## config.mk

```make
export PLATFORM = sky130hd
export DESIGN_NAME = mem_ctrl_flat
export DESIGN_NICKNAME = d
export VERILOG_FILES = /design/src/rtl/mem_ctrl_if.sv /design/src/rtl/mem_ctrl.sv /design/src/flat_wrapper.sv
export SDC_FILE = /design/constraint.sdc
export NUM_CORES = 1
export LEC_CHECK = 0
export CAP_MARGIN = 20
export CORE_MARGIN = 1.5
export CORE_UTILIZATION = 50
export DETAILED_ROUTE_END_ITERATION = 10
export PLACE_DENSITY = 0.8
export SETUP_SLACK_MARGIN = 0.1
export SYNTH_ARGS = -nofsm -noshare
export SYNTH_HDL_FRONTEND = slang
export SYNTH_SLANG_ARGS = --single-unit
export TNS_END_PERCENT = 20
```

## constraint.sdc

```tcl
create_clock -name clock -period 4.8 [get_ports clock]
set_input_delay 0.48 -clock clock [delete_from_list [all_inputs] [get_ports clock]]
set_output_delay 0.48 -clock clock [all_outputs]
set_load 0.01 [all_outputs]
```

## src/rtl/mem_ctrl_if.sv

```systemverilog
// Requester and RAM port bundle for mem_ctrl: IF fetch, MEM load/store, byte-wide RAM.
interface mem_ctrl_if #(
  parameter int unsigned ADDR_W = 32
);
  logic              if_req;
  logic [ADDR_W-1:0] if_addr;
  logic              if_ready;
  logic [31:0]       if_data;

  logic              mem_req;
  logic              mem_write;
  logic [1:0]        mem_size;
  logic [ADDR_W-1:0] mem_addr;
  logic [31:0]       mem_wdata;
  logic              mem_ready;
  logic [31:0]       mem_rdata;

  logic              stall_mem;
  logic              stall_if;

  logic [ADDR_W-1:0] ram_addr;
  logic [7:0]        ram_dout;
  logic              ram_wr;
  logic [7:0]        ram_din;

  // Controller side
  modport slave (
    input  if_req, if_addr, mem_req, mem_write, mem_size, mem_addr, mem_wdata, ram_din,
    output if_ready, if_data, mem_ready, mem_rdata, stall_mem, stall_if,
           ram_addr, ram_dout, ram_wr
  );

  // Requester / RAM side
  modport master (
    output if_req, if_addr, mem_req, mem_write, mem_size, mem_addr, mem_wdata, ram_din,
    input  if_ready, if_data, mem_ready, mem_rdata, stall_mem, stall_if,
           ram_addr, ram_dout, ram_wr
  );
endinterface

```

## src/rtl/mem_ctrl.sv

```systemverilog
// Byte-serial RAM port owner: arbitrates IF/MEM (MEM first) and assembles or splits
// 1/2/4-byte accesses little-endian, pulsing the requester's ready once per access.
module mem_ctrl #(
  parameter int unsigned ADDR_W = 32,
  parameter int unsigned DATA_W = 32
) (
  input logic       clock,
  input logic       reset,
  mem_ctrl_if.slave bus
);
  typedef enum logic [1:0] {IDLE, READ, WRITE, DONE} state_t;

  state_t            state_q, state_d;
  logic [2:0]        cnt_q, cnt_d;
  logic [2:0]        len_q, len_d;
  logic              src_mem_q, src_mem_d;
  logic [ADDR_W-1:0] base_q, base_d;
  logic [DATA_W-1:0] wdata_q, wdata_d;
  logic [DATA_W-1:0] rbuf_q, rbuf_d;
  logic              if_ready_q, if_ready_d;
  logic              mem_ready_q, mem_ready_d;
  logic [DATA_W-1:0] if_data_q, if_data_d;
  logic [DATA_W-1:0] mem_rdata_q, mem_rdata_d;
  logic [ADDR_W-1:0] ram_addr_q, ram_addr_d;
  logic [7:0]        ram_dout_q, ram_dout_d;
  logic              ram_wr_q, ram_wr_d;
  logic [2:0]        next_cnt;
  logic [1:0]        rd_lane;
  logic [1:0]        wr_lane;

  // State and registered outputs; reset aborts any access in flight
  always_ff @(posedge clock) begin
    if (reset) begin
      state_q     <= IDLE;
      cnt_q       <= '0;
      len_q       <= '0;
      src_mem_q   <= 1'b0;
      base_q      <= '0;
      wdata_q     <= '0;
      rbuf_q      <= '0;
      if_ready_q  <= 1'b0;
      mem_ready_q <= 1'b0;
      if_data_q   <= '0;
      mem_rdata_q <= '0;
      ram_addr_q  <= '0;
      ram_dout_q  <= '0;
      ram_wr_q    <= 1'b0;
    end else begin
      state_q     <= state_d;
      cnt_q       <= cnt_d;
      len_q       <= len_d;
      src_mem_q   <= src_mem_d;
      base_q      <= base_d;
      wdata_q     <= wdata_d;
      rbuf_q      <= rbuf_d;
      if_ready_q  <= if_ready_d;
      mem_ready_q <= mem_ready_d;
      if_data_q   <= if_data_d;
      mem_rdata_q <= mem_rdata_d;
      ram_addr_q  <= ram_addr_d;
      ram_dout_q  <= ram_dout_d;
      ram_wr_q    <= ram_wr_d;
    end
  end

  // Next state and next values of the registered RAM/requester outputs
  always_comb begin
    state_d     = state_q;
    cnt_d       = cnt_q;
    len_d       = len_q;
    src_mem_d   = src_mem_q;
    base_d      = base_q;
    wdata_d     = wdata_q;
    rbuf_d      = rbuf_q;
    if_ready_d  = 1'b0;
    mem_ready_d = 1'b0;
    if_data_d   = if_data_q;
    mem_rdata_d = mem_rdata_q;
    ram_addr_d  = '0;
    ram_dout_d  = ram_dout_q;
    ram_wr_d    = 1'b0;
    next_cnt    = cnt_q + 3'd1;
    rd_lane     = 2'(cnt_q - 3'd1);
    wr_lane     = 2'(next_cnt);

    unique case (state_q)
      IDLE: begin
        if (bus.mem_req) begin
          src_mem_d  = 1'b1;
          base_d     = bus.mem_addr;
          wdata_d    = bus.mem_wdata;
          rbuf_d     = '0;
          cnt_d      = '0;
          len_d      = (bus.mem_size == 2'b00) ? 3'd1 :
                       (bus.mem_size == 2'b01) ? 3'd2 : 3'd4;
          ram_addr_d = bus.mem_addr;
          if (bus.mem_write) begin
            state_d    = WRITE;
            ram_wr_d   = 1'b1;
            ram_dout_d = bus.mem_wdata[7:0];
          end else begin
            state_d = READ;
          end
        end else if (bus.if_req) begin
          src_mem_d  = 1'b0;
          base_d     = bus.if_addr;
          rbuf_d     = '0;
          cnt_d      = '0;
          len_d      = 3'd4;
          ram_addr_d = bus.if_addr;
          state_d    = READ;
        end
      end

      READ: begin
        // ram_din carries the byte addressed one cycle earlier
        if (cnt_q != 3'd0) begin
          rbuf_d[{rd_lane, 3'b000} +: 8] = bus.ram_din;
        end
        if (cnt_q == len_q) begin
          state_d = DONE;
          if (src_mem_q) begin
            mem_ready_d = 1'b1;
            mem_rdata_d = rbuf_d;
          end else begin
            if_ready_d = 1'b1;
            if_data_d  = rbuf_d;
          end
        end else begin
          cnt_d = next_cnt;
          if (next_cnt < len_q) begin
            ram_addr_d = base_q + ADDR_W'(next_cnt);
          end
        end
      end

      WRITE: begin
        if (next_cnt < len_q) begin
          cnt_d      = next_cnt;
          ram_wr_d   = 1'b1;
          ram_addr_d = base_q + ADDR_W'(next_cnt);
          ram_dout_d = wdata_q[{wr_lane, 3'b000} +: 8];
        end else begin
          state_d     = DONE;
          mem_ready_d = 1'b1;
        end
      end

      DONE: state_d = IDLE;

      default: state_d = IDLE;
    endcase
  end

  assign bus.if_ready  = if_ready_q;
  assign bus.if_data   = if_data_q;
  assign bus.mem_ready = mem_ready_q;
  assign bus.mem_rdata = mem_rdata_q;
  assign bus.ram_addr  = ram_addr_q;
  assign bus.ram_dout  = ram_dout_q;
  assign bus.ram_wr    = ram_wr_q;
  assign bus.stall_mem = bus.mem_req & ~mem_ready_q;
  assign bus.stall_if  = bus.if_req & ~if_ready_q;
endmodule

```

## src/flat_wrapper.sv

```systemverilog
// flat-port wrapper written by rule: the top's interface ports become plain ports
module mem_ctrl_flat 
#(
  parameter int unsigned ADDR_W = 32,
  parameter int unsigned DATA_W = 32
)
  (clock, reset, bus_if_req, bus_if_addr, bus_mem_req, bus_mem_write, bus_mem_size, bus_mem_addr, bus_mem_wdata, bus_ram_din, bus_if_ready, bus_if_data, bus_mem_ready, bus_mem_rdata, bus_stall_mem, bus_stall_if, bus_ram_addr, bus_ram_dout, bus_ram_wr);
  mem_ctrl_if #(.ADDR_W(ADDR_W)) bus_i ();
  input logic clock;
  input logic reset;
  input wire logic [$bits(bus_i.if_req)-1:0] bus_if_req;
  input wire logic [$bits(bus_i.if_addr)-1:0] bus_if_addr;
  input wire logic [$bits(bus_i.mem_req)-1:0] bus_mem_req;
  input wire logic [$bits(bus_i.mem_write)-1:0] bus_mem_write;
  input wire logic [$bits(bus_i.mem_size)-1:0] bus_mem_size;
  input wire logic [$bits(bus_i.mem_addr)-1:0] bus_mem_addr;
  input wire logic [$bits(bus_i.mem_wdata)-1:0] bus_mem_wdata;
  input wire logic [$bits(bus_i.ram_din)-1:0] bus_ram_din;
  output wire logic [$bits(bus_i.if_ready)-1:0] bus_if_ready;
  output wire logic [$bits(bus_i.if_data)-1:0] bus_if_data;
  output wire logic [$bits(bus_i.mem_ready)-1:0] bus_mem_ready;
  output wire logic [$bits(bus_i.mem_rdata)-1:0] bus_mem_rdata;
  output wire logic [$bits(bus_i.stall_mem)-1:0] bus_stall_mem;
  output wire logic [$bits(bus_i.stall_if)-1:0] bus_stall_if;
  output wire logic [$bits(bus_i.ram_addr)-1:0] bus_ram_addr;
  output wire logic [$bits(bus_i.ram_dout)-1:0] bus_ram_dout;
  output wire logic [$bits(bus_i.ram_wr)-1:0] bus_ram_wr;
  assign bus_i.if_req = bus_if_req;
  assign bus_i.if_addr = bus_if_addr;
  assign bus_i.mem_req = bus_mem_req;
  assign bus_i.mem_write = bus_mem_write;
  assign bus_i.mem_size = bus_mem_size;
  assign bus_i.mem_addr = bus_mem_addr;
  assign bus_i.mem_wdata = bus_mem_wdata;
  assign bus_i.ram_din = bus_ram_din;
  assign bus_if_ready = bus_i.if_ready;
  assign bus_if_data = bus_i.if_data;
  assign bus_mem_ready = bus_i.mem_ready;
  assign bus_mem_rdata = bus_i.mem_rdata;
  assign bus_stall_mem = bus_i.stall_mem;
  assign bus_stall_if = bus_i.stall_if;
  assign bus_ram_addr = bus_i.ram_addr;
  assign bus_ram_dout = bus_i.ram_dout;
  assign bus_ram_wr = bus_i.ram_wr;
  mem_ctrl #(.ADDR_W(ADDR_W), .DATA_W(DATA_W)) u_core (.clock(clock), .reset(reset), .bus(bus_i));
endmodule
```

==> results of run 1 <==
## worst max path at each step
stage / end / from / depth (start not counted) / slack (ps)
2_1_floorplan: u_core.cnt_q[2] / u_core.cnt_q[0] / 9 / 1780
3_3_place_gp: u_core.bus.ram_addr[31] / u_core.cnt_q[0] / 8 / 1570
3_5_place_dp: u_core.bus.ram_addr[30] / u_core.cnt_q[0] / 8 / 1410
4_1_cts: u_core.bus.ram_addr[30] / u_core.cnt_q[0] / 8 / 1390
5_1_grt: u_core.bus.ram_addr[31] / u_core.cnt_q[0] / 8 / 930
6_report: u_core.bus.ram_addr[30] / u_core.cnt_q[0] / 8 / 1330
## per-layer routing
| layer | vias up | share of wire | GRT usage |
|---|---|---|---|
| met5 | - | 0 | 0 |
| met4 | 0 | 0.032 | 0.0892 |
| met3 | 60 | 0.058 | 0.0409 |
| met2 | 272 | 0.49 | 0.446 |
| met1 | 3861 | 0.42 | 0.308 |
| li1 | 3996 | - | - |
## cells by family (layout without fill, tap and decap cells)
group,Yosys count,after routing
buffers and inverters,89,285
and+or+nand+nor,390,390
xor gates and xnor gates,31,31
other,0,1
AOI/OAI and AO/OA,209,209
adders and majority gates,19,19
DFF,212,212
muxes,82,82
## registers in the layout (all words and copies together) (netlist names), 2 cells and up
name                  count
u_core.base_q            32
u_core.bus.if_data       32
u_core.bus.mem_rdata     32
u_core.bus.ram_addr      32
u_core.bus.ram_dout       8
u_core.cnt_q              3
u_core.len_q              3
u_core.rbuf_q            32
u_core.state_q            2
u_core.wdata_q           32
## final cells by class
type                            count  area [um^2]
Fill cell                        1414         5720
Multi-Input combinational cell    731         4590
Sequential cell                   212         4240
Timing Repair Buffer              234         2350
Clock buffer                       29          638
Tap cell                          229          287
Clock inverter                      9         78.8
Inverter                           13         48.8
Antenna cell                        1         2.50
## report_power, final
part | internal, W | total [W] | switching [W] | leakage, nW
Clock | 0.000988 | 0.00168 | 0.000694 | 0.353
Sequential | 0.00208 | 0.00234 | 0.000253 | 1.73
Combinational | 0.000887 | 0.00188 | 0.000993 | 2.35
Total | 0.00396 | 0.00590 | 0.00194 | 4.44
## metrics by stage
step           hold WS (ps)  instances
2_1_floorplan           433       1032
3_3_place_gp            440       1415
3_5_place_dp            446       1415
4_1_cts                 455       1453
5_1_grt                 479       1458
6_report                455       1458
## worst max-delay path, delay by kind of cell (launching register included)
family | cells | cell delay [ps]
flops | 1 | 550
xor+xnor | 1 | 230
fa+ha+maj | 2 | 570
simple gates | 2 | 800
compound gates | 3 | 1230
## synth_stat cells (all sizes together) (2+ instances only)
master	n	area (um^2)
o21ai	7	35.0
nand4	8	50.1
ha	18	225
a2bb2oi	16	140
a211oi	65	488
xnor2	24	210
or2	3	18.8
a21oi	62	310
nor2b	5	31.3
a21o	2	15.0
nor3b	2	15.0
a32oi	7	61.3
buf	20	103
inv	13	48.8
o22ai	22	138
nor3	28	140
nand2	112	420
xor2	7	68.8
mux4	8	180
a22oi	25	188
and2	3	18.8
and4	5	43.8
mux2i	48	480
clkbuf	56	210
nor4	13	81.3
dfxtp	212	4240
nand2b	12	75.1
and3	2	12.5
nor2	177	664
mux2	26	293
nand3	16	85.1
==> impl_metrics.csv, run 1 <==
group,metric,value,unit
status,status,"completed",
detailed_routing,firstDrtPassIters,4,
finish,final_common_cell,"clkdlybuf4s50_1",
pwr,p_total,0.00590,W
die,core,18000,um^2
clock_network,clock_latency,500,ps
logic_synthesis,avgSynthCellArea,8.90,um^2
clock_network,cts.sinks,212,
worst_setup_path,worstPathMaxFanout,22,
global_route,overflow,0,
sta,fin_skew,7.80,ps
finish,mostFrequentLayoutCells,"217 x clkdlybuf4s50_1, 212 x dfxtp_1, 177 x nor2_1",
sta,period_share,0.723,
placed_design,dpl.hpwl,17300,um
clock_network,clkTransAtPathRegs,60,ps
finish,final_nets,1344,
detailed_routing,ant_nets,0,
job,drv_cap,0,
sta,slew_headroom,0.453,
detailed_routing,drc,0,
detailed_routing,vias_per_cell,5.62,
clock_network,cts_tree,"built",
finish,final_util,0.682,
detailed_routing,wl_per_cell,17.2,um
global_route,grt_first_pass_wirelength,40300,um
clock_network,cts-root-buf,"clkbuf_16",
sta,worst_slew_pin_slew,821,ps
sta,finalMaxSlewViolations,0,
worst_setup_path,rrSetupSlack,1330,ps
sta,fin_ws,1330,ps
global_route,grt_pass1_vias,8018,
worst_setup_path,max_stage_delay,720,ps
die,die_area,19200,um^2
sta,setup_viol,0,
sta,fmax,288,MHz
global_route,antenna_found_initial,1,
sta,post-route-min-period,3470,ps
logic_synthesis,synth-async-reset-ratio,0,
finish,final_layout_size_suffix_gt1_frac,0.0790,
worst_setup_path,crit_path_end_kind,"register",
logic_synthesis,netlist_instances,1032,
pwr,ir_worst_vdd,0.261,mV
logic_synthesis,syn-num-nets,1162,
logic_synthesis,yosys.area_share.simple,0.185,
worst_setup_path,worstPathArrival,3880,ps
worst_setup_path,critPathLaunchType,"register",
clock_network,htreeDepth,1,
worst_setup_path,crit_path_cell_trace,"ha_1, xor2_1, ha_1, a21oi_1, nand2_1, a21oi_1, nand2_1, o22ai_1",
min_path,hold_depth,2,
placed_design,io_buffers,219,
placed_design,gp_congestion,0.854,
logic_synthesis,synthAdderAreaFrac,0.0267,
worst_setup_path,crit_type,"register to register",
logic_synthesis,ys_seq_area_frac,0.462,
sta,rsz0062_at_grt,"no",
logic_synthesis,synth-warning-count,0,
clock_network,cts_buffers,22,
logic_synthesis,synth.ff_latch_count,212,
worst_setup_path,reg2reg_from,"u_core.cnt_q[0]",
logic_synthesis,synthXorXnorAreaFrac,0.0304,
min_path,hold_path_class,"register to register",
worst_setup_path,r2r_end,"u_core.bus.ram_addr[30]",
min_path,holdPathEnd,"u_core.wdata_q[0]",
pwr,power_density,482,nW/um^2
die,die_height,139,um
global_route,grt_max_degree,75,
detailed_routing,wirelength,25000,um
clock_network,cts_buffer_depth,3,
logic_synthesis,synth_compound_area_frac,0.152,
logic_synthesis,ys_types,44,
clock_network,hold_buffers,0,
logic_synthesis,muxShareOfSynthArea,0.104,
detailed_routing,dr_total_vias,8189,
min_path,hp-start,"u_core.wdata_q[0]",
logic_synthesis,syn_area,9180,um^2
pwr,leakagePower,4.44,nW
clock_network,post_cts_buffers,0,
worst_setup_path,critical_path_required,5210,ps
finish,finish.instance_area,12200,um^2
logic_synthesis,synth_edf_count,0,
global_route,grt.total_usage,0.251,
placed_design,placed_area,11400,um^2
die,initial_core_util,0.511,
die,top_level_ports,220,
sta,hold_viol,0,
die,placementRows,49,
sta,fin_setup_tns,0,ps
worst_setup_path,cp_slowest_cell,"nand2_1",
worst_setup_path,r2r_cells,8,
logic_synthesis,synth_top_family_by_area,"simple AND/OR/NAND/NOR gates",
logic_synthesis,ys.flop_type,"dfxtp_1",
placed_design,pre_cts_ws,1410,ps
clock_network,cts_resized,0,
finish,syn2layout_area_growth,33.4,%
die,die_x,139,um
detailed_routing,first_iter_violations,575,
No activity file was read; power rests on OpenSTA's default activity.
==> inputs of run 2 (changes only) <==
CORE_UTILIZATION = 45   (was 50)
PLACE_DENSITY = 0.76   (was 0.8)
clock period = 2.9 ns   (was 4.8 ns; I/O delays follow)
==> run 2 against run 1 <==
  * Global-route usage shrank 2.6 points
  * First-iteration DRC count down 21%
  * Critical path depth stayed put
  * Via count is 1.5% lower
  * Largest cell class unchanged
  * Critical path type unchanged
  * Clock-buffer cell count rose by 5
==> impl_metrics.csv, run 2 (synthesis results as in run 1) <==
group,metric,value,unit
worst_setup_path,worstPathMaxFanout,5,
sta,period_share,0.918,
min_path,hold_depth,2,
worst_setup_path,max_stage_delay,560,ps
finish,final_nets,1346,
die,placementRows,52,
pwr,ir_worst_vdd,0.445,mV
pwr,power_density,794,nW/um^2
sta,post-route-min-period,2660,ps
clock_network,post_cts_buffers,0,
detailed_routing,drc,0,
placed_design,io_buffers,219,
finish,mostFrequentLayoutCells,"217 x clkdlybuf4s50_1, 210 x dfxtp_1, 177 x nor2_1",
clock_network,clkTransAtPathRegs,70,ps
clock_network,clock_latency,500,ps
placed_design,dpl.hpwl,17100,um
worst_setup_path,cp_slowest_cell,"or4b_4",
clock_network,cts.sinks,212,
worst_setup_path,rrSetupSlack,240,ps
worst_setup_path,r2r_end,"u_core.cnt_q[2]",
finish,final_common_cell,"clkdlybuf4s50_1",
sta,rsz0062_at_grt,"no",
worst_setup_path,crit_path_end_kind,"register",
worst_setup_path,worstPathArrival,3090,ps
pwr,leakagePower,4.44,nW
detailed_routing,firstDrtPassIters,5,
detailed_routing,first_iter_violations,456,
sta,setup_viol,0,
detailed_routing,vias_per_cell,5.38,
sta,hold_viol,0,
global_route,grt_first_pass_wirelength,39700,um
worst_setup_path,r2r_cells,8,
detailed_routing,dr_total_vias,8069,
detailed_routing,ant_nets,0,
detailed_routing,wl_per_cell,16.5,um
status,status,"completed",
placed_design,gp_congestion,0.868,
finish,diodes,0,
worst_setup_path,crit_type,"register to register",
sta,fin_setup_tns,0,ps
die,core,20100,um^2
clock_network,cts_buffers,22,
die,die_height,146,um
min_path,holdPathEnd,"u_core.cnt_q[0]",
global_route,overflow,0,
sta,fin_ws,238,ps
worst_setup_path,cp.depth,8,
worst_setup_path,critPathLaunchType,"register",
placed_design,place_inst,1462,
finish,syn2layout_area_growth,34.0,%
min_path,hp-start,"reset",
worst_setup_path,crit_buf_inv,0,
finish,finish.instance_area,12300,um^2
die,die_area,21300,um^2
clock_network,cts_tree,"built",
min_path,hold_path_class,"input port to register",
finish,fin_cells,1501,
finish,final_layout_size_suffix_gt1_frac,0.0812,
worst_setup_path,crit_family,"simple AND/OR/NAND/NOR gates",
worst_setup_path,reg2reg_from,"u_core.cnt_q[1]",
global_route,grt_pass1_vias,7760,
die,top_level_ports,220,
placed_design,placed_area,11600,um^2
detailed_routing,wirelength,24800,um
sta,fin_skew,13.1,ps
worst_setup_path,crit_path_cell_trace,"ha_1, xor2_1, ha_1, a21oi_2, a21oi_1, or4b_4, or4_1, a21oi_1",
job,drv_cap,0,
sta,slew_headroom,0.484,
clock_network,htreeDepth,1,
die,die_x,146,um
sta,worst_slew_pin_slew,769,ps
sta,finalMaxSlewViolations,0,
die,initial_core_util,0.457,
global_route,antenna_found_initial,0,
global_route,grt_max_degree,112,
sta,fmax,376,MHz
clock_network,cts-root-buf,"clkbuf_16",
global_route,grt.total_usage,0.226,
worst_setup_path,critical_path_required,3330,ps
placed_design,pre_cts_ws,196,ps
clock_network,cts_buffer_depth,3,
## run 2: final cells by class
type,instances,area [um^2]
Inverter,13,48.8
Clock buffer,34,677
Tap cell,270,338
Clock inverter,5,53.8
Sequential cell,212,4250
Timing Repair Buffer,236,2340
Multi-Input combinational cell,731,4600
Fill cell,1648,7800
## run 2: how the worst max path moves through the flow
stage / start / to / slack (ps)
floorplan: u_core.cnt_q[0] / u_core.cnt_q[2] / 120
global placement: u_core.cnt_q[1] / u_core.cnt_q[2] / 270
detailed placement: u_core.cnt_q[1] / u_core.cnt_q[2] / 200
CTS: u_core.cnt_q[1] / u_core.cnt_q[2] / 160
global route: u_core.cnt_q[1] / u_core.cnt_q[2] / 100
finish: u_core.cnt_q[1] / u_core.cnt_q[2] / 240
## run 2: metrics by stage
| step | hold WS, ps | util | power, W |
|---|---|---|---|
| after floorplan | 426 | - | 0.00571 |
| after global placement | 438 | 0.575 | 0.00693 |
| after CTS | 204 | 0.612 | 0.00982 |
| final | 224 | 0.612 | 0.00976 |
| after global routing | 209 | 0.612 | 0.0103 |
| after detailed placement | 444 | 0.575 | 0.00699 |
## run 2: where the power goes
group,internal [W],switching (W)
clock,0.00169,0.00113
combinational,0.00146,0.00163
sequential,0.00345,0.000404
## run 2: routing by layer
metal / share of wire / GRT usage
met2: 0.47 / 0.379
met4: 0.029 / 0.0760
met1: 0.43 / 0.293
met3: 0.063 / 0.0408
met5: 0 / 0
## run 2: timing repair
action,CTS,global route
resized for setup,0,2
hold endpoints to repair,0,0
hold buffers,0,0
endpoints found under the setup margin,0,1
